==> config.mk <==
export PLATFORM = sky130hd
export DESIGN_NAME = imem_loader
export DESIGN_NICKNAME = d
export VERILOG_FILES = /design/src/rtl/imem_loader_pkg.sv /design/src/rtl/imem_loader_be_word_packer.sv /design/src/rtl/imem_loader.sv
export SDC_FILE = /design/constraint.sdc
export NUM_CORES = 1
export LEC_CHECK = 0
export CAP_MARGIN = 0
export CORE_MARGIN = 2
export CORE_UTILIZATION = 48
export DETAILED_ROUTE_END_ITERATION = 12
export PLACE_DENSITY_LB_ADDON = 0.05
export SYNTH_ARGS = -nofsm -noshare
export SYNTH_HDL_FRONTEND = slang
export SYNTH_HIERARCHICAL = 1
export SYNTH_SLANG_ARGS = --single-unit
==> constraint.sdc <==
create_clock -name clk -period 2.23 [get_ports clk]
set_input_delay 0.446 -clock clk [delete_from_list [all_inputs] [get_ports clk]]
set_output_delay 0.446 -clock clk [all_outputs]
set_load 0.01 [all_outputs]
==> src/rtl/imem_loader_pkg.sv <==
// imem_loader_pkg: shared FSM states and word geometry for the instruction-memory loader
package imem_loader_pkg;
  localparam int WORD_BYTES = 4;
  typedef enum logic [1:0] {IDLE, COLLECT, WRITE, DONE} state_t;
endpackage

==> src/rtl/imem_loader_be_word_packer.sv <==
// be_word_packer: big-endian byte-to-word shifter; word_valid marks the 4th byte of a word
module be_word_packer
  import imem_loader_pkg::*;
(
  input  logic        clk,
  input  logic        rst_n,
  input  logic        clr,
  input  logic        take,
  input  logic [7:0]  data,
  output logic [31:0] word,
  output logic        word_valid
);
  logic [23:0] sh;
  logic [1:0]  cnt;
  // the 4th byte is appended combinationally, so only the first three need storage
  assign word       = {sh, data};
  assign word_valid = take && cnt == 2'(WORD_BYTES - 1);
  always_ff @(posedge clk or negedge rst_n) begin
    if (!rst_n) begin
      sh  <= '0;
      cnt <= '0;
    end else if (clr) begin
      sh  <= '0;
      cnt <= '0;
    end else if (take) begin
      sh  <= {sh[15:0], data};
      cnt <= cnt + 2'd1;
    end
  end
endmodule

==> src/rtl/imem_loader.sv <==
// imem_loader: streams bytes into the instruction store as big-endian 32b word writes
module imem_loader
  import imem_loader_pkg::*;
#(
  parameter int ADDR_W   = 64,
  parameter int IM_BYTES = 64,
  parameter int CNT_W    = 5
) (
  input  logic              clk,
  input  logic              rst_n,
  input  logic              start,
  input  logic [ADDR_W-1:0] base_addr,
  input  logic [CNT_W-1:0]  num_words,
  input  logic              s_valid,
  input  logic [7:0]        s_data,
  output logic              s_ready,
  output logic              im_we,
  output logic [ADDR_W-1:0] im_addr,
  output logic [31:0]       im_wdata,
  output logic              busy,
  output logic              done,
  output logic              err
);
  state_t            state, nxt;
  logic [ADDR_W-1:0] cur_addr;
  logic [CNT_W-1:0]  words_left;
  logic [31:0]       word;
  logic              word_valid, take, bad, accept, err_nxt;
  logic [ADDR_W:0]   end_addr;

  assign take = s_valid && s_ready;
  // one extra bit so a base near the top of the address space cannot wrap into range
  assign end_addr = {1'b0, base_addr} + (ADDR_W+1)'({num_words, 2'b00});
  assign bad = base_addr[1:0] != 2'b00 || end_addr > (ADDR_W+1)'(IM_BYTES);

  be_word_packer u_packer (
    .clk        (clk),
    .rst_n      (rst_n),
    .clr        (accept),
    .take       (take),
    .data       (s_data),
    .word       (word),
    .word_valid (word_valid)
  );

  always_comb begin
    nxt     = state;
    err_nxt = 1'b0;
    accept  = 1'b0;
    case (state)
      IDLE: if (start) begin
        err_nxt = bad;
        accept  = !bad && num_words != '0;
        nxt     = bad ? IDLE : (num_words == '0 ? DONE : COLLECT);
      end
      COLLECT: nxt = word_valid ? WRITE : COLLECT;
      WRITE:   nxt = words_left == CNT_W'(1) ? DONE : COLLECT;
      default: nxt = IDLE;
    endcase
  end

  always_ff @(posedge clk or negedge rst_n) begin
    if (!rst_n) state <= IDLE;
    else        state <= nxt;
  end

  always_ff @(posedge clk or negedge rst_n) begin
    if (!rst_n) begin
      s_ready    <= 1'b0;
      im_we      <= 1'b0;
      im_addr    <= '0;
      im_wdata   <= '0;
      busy       <= 1'b0;
      done       <= 1'b0;
      err        <= 1'b0;
      cur_addr   <= '0;
      words_left <= '0;
    end else begin
      s_ready <= nxt == COLLECT;
      im_we   <= nxt == WRITE;
      busy    <= nxt == COLLECT || nxt == WRITE;
      done    <= nxt == DONE;
      err     <= err_nxt;
      if (accept) begin
        cur_addr   <= base_addr;
        words_left <= num_words;
      end
      if (word_valid) begin
        im_addr  <= cur_addr;
        im_wdata <= word;
      end
      if (state == WRITE) begin
        cur_addr   <= cur_addr + ADDR_W'(WORD_BYTES);
        words_left <= words_left - CNT_W'(1);
      end
    end
  end
endmodule

==> results by group, run 1 <==
Timing
  • Final worst path period share: 159.6%
  • Slew HR: 68.54%
  • RSZ-0062 raised after global routing: yes
  • Min Tclk post-route: 3.558 ns
  • Tightest Pin Transition: 0.4718 ns
  • Final Hold Viols: 0
  • Final setup fails: 102
  • Fmax: roughly 280 MHz
  • Clock skew: 0.02197 ns
  • Fin worst setup slack: -1.328 ns
  • Fin. max-slew vios: 0

Floorplanning
  • DIE WIDTH: 151.5 um
  • Core area: 21150 sq um
  • Rows: 53
  • Die height: 151.5 um
  • Initial Util: 49.35%
  • Die ar.: between 20000 and 25000 sq um
  • # IOs: 182

Critical path
  • CP Class: input port to register
  • Worst path arrival time: 3.89 ns
  • Worst Path Max Fanout: 7
  • Element type at the critical path end: register
  • CP Launch Type: input port
  • Required time of the critical path: 2.56 ns

Route
  • Antenna-violating nets left: 0
  • DRC errors left: 0
  • DR pass1 iterations: 6
  • Routed wire length: approximately 34000 um
  • Vias per inst: approximately 5.7
  • Vias: 10040
  • Initial drt markers: 518
  • WL per Instance: 19.03 um

Yosys
  • Post-Syn Area per Cell: 10.20 sq um
  • Yosys warns: 6
  • Share of the synthesized area in the top cell type: 47.46%
  • Yosys top cell by area: dfrtp_1
  • Top cells by area, synth: dfrtp_1, mux2_2, nand3_1
  • Async SR Flop Fraction: 100.0%
  • Top cells by count, synth: dfrtp_1, nand3_1, mux2_2, nand2_1, nor2_1
  • Most numerous cell in the Yosys netlist: dfrtp_1
  • Register bit count reported by yosys: slightly below 200
  • Sequential fraction of the synthesis area: between 40% and 50%
  • Mapped Area: 10440 sq um
  • EDFF count, synth: 0
  • Mapped Cells: 1024
  • Cell variety after synth: 67
  • Ys flop type: dfrtp_1
  • Syn nets: ~1100

Place
  • RD Place Congestion: 0.9135
  • Pre-CTS WS: -2.306 ns
  • Dpl cells: 1682
  • Placed wire-length estimate: 22520 um
  • Placed cell area: approximately 14000 sq um
  • IO buf count: 181

CTS
  • Clk Latency, worst-skew pair: 0.45 ns
  • CTS Buffer Depth: 2
  • CTS buffer count: 17
  • Root buffer cell: clkbuf_16
  • Htree depth: 4
  • CTS tree: yes
  • Clock sink count: just under 200
  • Reg clk slew, reported paths: 0.08 ns

GRT
  • Vias in the first global route: around 9900
  • Largest net degree at the start of global routing: between 50 and 60
  • First-pass GRT wire length: between 50000 and 60000 um
  • Initial antenna violation count: 3
  • Total track usage: between 20% and 30%
  • Grt total ovfl: 0

Flow run
  • Max Cap Viol: 0

Min path
  • Hold WC Path Type: input port to register

Power and ir drop
  • Static leakage: just under 8 nW
  • Maximum VDD drop: approximately 540 uV
  • Pwr Density: 456.1 nW/um^2

Status
  • Status: finished, violations left
  • Violated checks: setup timing

Cells and area
  • Nets: 1575
  • Share of layout cells above drive strength 1: 43.44%
  • Area Growth Syn to Fin: 58.96%
  • Final instance area: 16600 sq um
  • Post-route insts no fill: 1772
layer usage:
layer | GRT usage (%) | wire [um] | part of all wire (%)
met4 | 11.59 | 1091 | 3.2
met2 | 45.43 | 16370 | 49
met5 | 0 | 0 | 0
met1 | 37.95 | 14760 | 44
met3 | 5.060 | 1497 | 4.4
area by class of cell:
cell class / count / area (sq um)
tap: 275 / 344.1
clock inverter: 14 / 173.9
fill: 1412 / 4558
inverter: 27 / 101.3
timing repair buffer: 484 / 4447
clock buffer: 18 / 429.2
sequential: 198 / 4955
multi-input combinational: 753 / 6138
antenna: 3 / 7.507
worst paths after layout:
kind | startpoint | to | slack [ns] | cells after the start
setup / recovery | num_words[0] | cur_addr[25]$_DFFE_PN0P_ | -1.33 | 16
hold / removal | base_addr[2] | cur_addr[2]$_DFFE_PN0P_ | 0.31 | 3
setup reg to reg | cur_addr[7]$_DFFE_PN0P_ | cur_addr[61]$_DFFE_PN0P_ | -0.62 | 10
hold reg to reg | words_left[3]$_DFFE_PN0P_ | words_left[3]$_DFFE_PN0P_ | 0.49 | 1
max in group asynchronous | rst_n | im_wdata[14]$_DFFE_PN0P_ | 1.07 | 3
min in group asynchronous | rst_n | im_wdata[18]$_DFFE_PN0P_ | 0.51 | 2
metrics by stage:
step / TNS, ns / utilization [%] / hold WS (ns) / power, mW
finish: -123.85 / 78.45 / 0.3110 / 7.569
global route: -128.36 / 78.45 / 0.3056 / 7.823
CTS: -122.05 / 74.90 / 0.3207 / 7.537
detailed placement: -219.12 / 68.38 / 0.4320 / 4.439
global placement: -217.87 / 68.38 / 0.4351 / 4.436
floorplan: -109.48 / - / 0.1504 / 3.893
sequential cells by signal, summed over array words and instances (netlist names):
signal        cells
words_left        5
busy              1
cur_addr         64
u_packer/sh      24
im_addr          64
err               1
u_packer/cnt      2
im_we             1
s_ready           1
state             2
im_wdata         32
done              1
logic make-up after synthesis:
group                      Yosys count  synth area share (%)
AOI/OAI and AO/OA                  145                 8.737
xor gates and xnor gates            29                 2.433
adders and majority gates           13                 1.630
buffers and inverters               73                 3.476
DFF                                198                 47.46
muxes                              129                 13.55
and+or+nand+nor                    437                 22.71
report_power, final:
part	total [mW]	switching, mW	internal (mW)
combinational	0.863	0.426	0.437
clock	3.12	1.59	1.53
sequential	3.59	0.00125	3.59
total	7.57	2.02	5.55
layout by cell type (no fill, tap or decap), drive strengths merged, types with 20 or more instances in the layout:
master	instances
and3	21
buf	308
clkbuf	33
clkdlybuf4s50	130
dfrtp	198
dlygate4sd2	20
inv	34
mux2	99
mux2i	30
nand2	67
nand3	114
nand4	41
nor2	68
nor3	26
o21ai	73
worst max-delay path, stage by stage:
cell and delay (ns):
buf_8 0.10, ha_4 0.15, fa_2 0.39, a21oi_4 0.22, buf_4 0.14, o22a_4 0.17, nor4_4 0.07, buf_4 0.14
o31a_1 0.32, or4_4 0.51, or4b_4 0.60, buf_12 0.18, buf_16 0.15, buf_12 0.14, nand3_2 0.08, o21ai_2 0.07
what timing repair did:
| item | in CTS | in global routing |
|---|---|---|
| cloned | 6 | 5 |
| endpoints found under the hold margin | 46 | 0 |
| hold buffers | 1 | 0 |
| pin swaps | 63 | 71 |
| setup endpoints to repair | 102 | 102 |
| resized for setup | 230 | 146 |
| buffers inserted | 27 | 19 |
Note: power is estimated with default switching activity, not from simulation.
==> run 2: changes to the inputs <==
CORE_UTILIZATION = 49   (was 48)
SYNTH_HIERARCHICAL = default   (was 1)
clock period = 2.9 ns   (was 2.23 ns; I/O delays follow)
==> results by group, run 2 <==
CTS
  • Hold buffer count at cts: 0
  • CTS tree: yes
  • CTS buffer count: 17
  • Reg clk slew, reported paths: 0.08 ns
  • Htree depth: 4
  • Clock sink count: 198
  • Clk Latency, worst-skew pair: 0.44 ns
  • Root buffer cell: clkbuf_16
  • CTS Buffer Depth: 2

Timing
  • Final Hold Viols: 0
  • Hold WS: 0.1800 ns
  • Setup_tns: -46.23 ns
  • Final worst path period share: 119.1%
  • Fin worst setup slack: -0.5541 ns
  • Slew HR: approximately 44%
  • Min Tclk post-route: 3.454 ns
  • Tightest Pin Transition: around 0.84 ns
  • Clock skew: 0.02073 ns
  • Final setup fails: 102
  • Fmax: 289.5 MHz
  • Fin. max-slew vios: 0
  • RSZ-0062 raised after global routing: yes

Route
  • DR pass1 iterations: 5
  • Initial drt markers: 751
  • WL per Instance: 18.87 um
  • DRC errors left: 0
  • Vias per inst: 5.817
  • Vias: 10610
  • Routed wire length: 34430 um
  • Antenna-violating nets left: 0

Yosys
  • Mapped Cells: 1118
  • Post-Syn Area per Cell: 9.626 sq um
  • EDFF count, synth: 0
  • Syn nets: 1212
  • Yosys top cell by area: dfrtp_1
  • Top cells by area, synth: dfrtp_1, mux2_2, nand2_1
  • Sequential fraction of the synthesis area: approximately 46%
  • Register bit count reported by yosys: between 150 and 200
  • Share of the synthesized area in the top cell type: a little under half
  • Most numerous cell in the Yosys netlist: dfrtp_1
  • Yosys warns: 0
  • Mapped Area: 10760 sq um
  • Async SR Flop Fraction: 100.0%
  • Top cells by count, synth: dfrtp_1, nand2_1, mux2_2, nor2_1, nand3_1
  • Ys flop type: dfrtp_1
  • Cell variety after synth: 69

Critical path
  • Worst Path Max Fanout: 5
  • Most used cell, CP: buf_6
  • Worst path arrival time: 3.77 ns
  • CP Class: input port to register
  • Crit path cell chain: buf_8 -> ha_4 -> fa_2 -> a21oi_4 -> o22ai_4 -> buf_6 -> buf_6 -> nor3_4 -> o31a_1 -> nand4_1 -> or4_4 -> or3_4 -> nor2_4 -> buf_12 -> buf_6 -> buf_6 -> nor2_2
  • Element type at the critical path end: register
  • Biggest cell delay along the critical path: approximately 0.53 ns
  • Required time of the critical path: 3.22 ns
  • Slowest-stage cell, CP: or4_4
  • CP Launch Type: input port

GRT
  • GRT met1 Usage: 40.87%
  • Top Usage Layer GRT: met2
  • Grt met2 use: 47.58%
  • Vias in the first global route: between 10000 and 15000
  • Initial antenna violation count: 0
  • Grt total ovfl: 0
  • Largest net degree at the start of global routing: 83
  • First-pass GRT wire length: 55140 um
  • Total track usage: 29.25%
  • Met3 Use GR: 4.408%

Floorplanning
  • DIE WIDTH: 152.2 um
  • Rows: 54
  • Die height: 152.2 um
  • Core area: about 22000 sq um
  • Die ar.: 23160 sq um
  • # IOs: 182
  • Initial Util: between 40% and 50%

Place
  • RD Place Congestion: 0.9764
  • Placed wire-length estimate: 24780 um
  • IO buf count: 181

Cells and area
  • Inserted Diodes: 0
  • Nets: 1625
  • Final core utilization: roughly 76%
  • Commonest non-fill, non-tap cell in the layout: buf_4
  • Share of layout cells above drive strength 1: a little under two fifths
  • Top Registers: cur_addr (64), im_addr (64), im_wdata (32)
  • Most frequent cells in the layout: buf_4, dfrtp_1, nand2_1
  • Area Growth Syn to Fin: 52.67%

Status
  • Status: finished, violations left
  • Violated checks: setup timing

Flow run
  • Max Cap Viol: 0

Power and ir drop
  • Static leakage: approximately 7 nW
  • Maximum VDD drop: 360.3 uV
  • Pwr Density: 354.2 nW/um^2
  • Power after layout: 5.820 mW

Min path
  • Hold WC Path Type: input port to asynchronous set/reset pin
-- run 2: cell types whose count changed after synthesis, sizes merged, moves of 10 or more --
cell,previous run,this run
a21oi,11,45
a31oi,4,18
clkbuf,22,39
mux2i,30,10
nand2,67,151
nand3,114,55
nor3,26,38
o21ai,73,43
or3,5,15
xnor2,13,23
-- run 2: worst paths after layout --
kind / start / endpoint / slack (ns) / cells past startpoint
max: base_addr[2] / cur_addr[27]$_DFFE_PN0P_ / -0.55 / 17
min in group clk: base_addr[5] / cur_addr[5]$_DFFE_PN0P_ / 0.45 / 3
min: rst_n / im_addr[59]$_DFFE_PN0P_ / 0.18 / 1
min reg2reg: cur_addr[0]$_DFFE_PN0P_ / cur_addr[0]$_DFFE_PN0P_ / 0.49 / 1
max in group asynchronous: rst_n / im_wdata[9]$_DFFE_PN0P_ / 1.97 / 2
max reg2reg: cur_addr[3]$_DFFE_PN0P_ / cur_addr[33]$_DFFE_PN0P_ / 0.10 / 11
-- run 2: logic make-up after synthesis --
family	Yosys count	synth area share, %
adder cells (fa/ha/maj)	13	1.581
flip-flops	198	46.04
AO/OA/AOI/OAI	192	11.96
buffers and inverters	78	2.941
XOR/XNOR	39	3.174
AND/OR/NAND/NOR	496	23.74
multiplexers	102	10.56
-- run 2: cell type report --
class,count,area (sq um)
repair buffers,450,3971
fillers,1508,5259
flip-flops and latches,198,4955
clock inverters,12,123.9
multi-input cells,842,6480
inverters,22,82.58
clock buffers,20,466.7
well taps,280,350.3
-- run 2: per-stage QoR --
step / worst slack [ns] / area, sq um / instances
6_report: -0.5541 / 16430 / 1824
5_1_grt: -0.6312 / 16430 / 1824
4_1_cts: -0.5669 / 16110 / 1815
3_5_place_dp: -1.357 / 14760 / 1741
3_3_place_gp: -1.331 / 14760 / 1741
2_1_floorplan: -0.5346 / 11170 / 1118
-- run 2: worst max-delay path, delay by kind of cell --
kind,cells,cell delay [ns]
adders and majority gates,2,0.52
buffers and inverters,6,0.72
and+or+nand+nor,6,1.47
AOI/OAI and AO/OA,3,0.49
-- run 2: repair_timing --
item                                    in CTS  in global routing
cloned                                       2                  1
gates resized for setup                    229                 70
buffers inserted                            43                 14
endpoints found under the setup margin     102                102
pin swaps                                   68                 51
-- run 2: routing by layer --
layer	vias to the layer above	part of all wire (%)
li1	4954	-
met1	5229	44
met2	374	48
met3	53	5.5
met4	0	2.3
met5	-	0
-- run 2: power by group --
| part | internal [mW] | switching (mW) | total, mW |
|---|---|---|---|
| Sequential | 2.76 | 0.000765 | 2.76 |
| Clock | 1.22 | 1.19 | 2.41 |
| Combinational | 0.326 | 0.328 | 0.654 |
| Total | 4.30 | 1.52 | 5.82 |
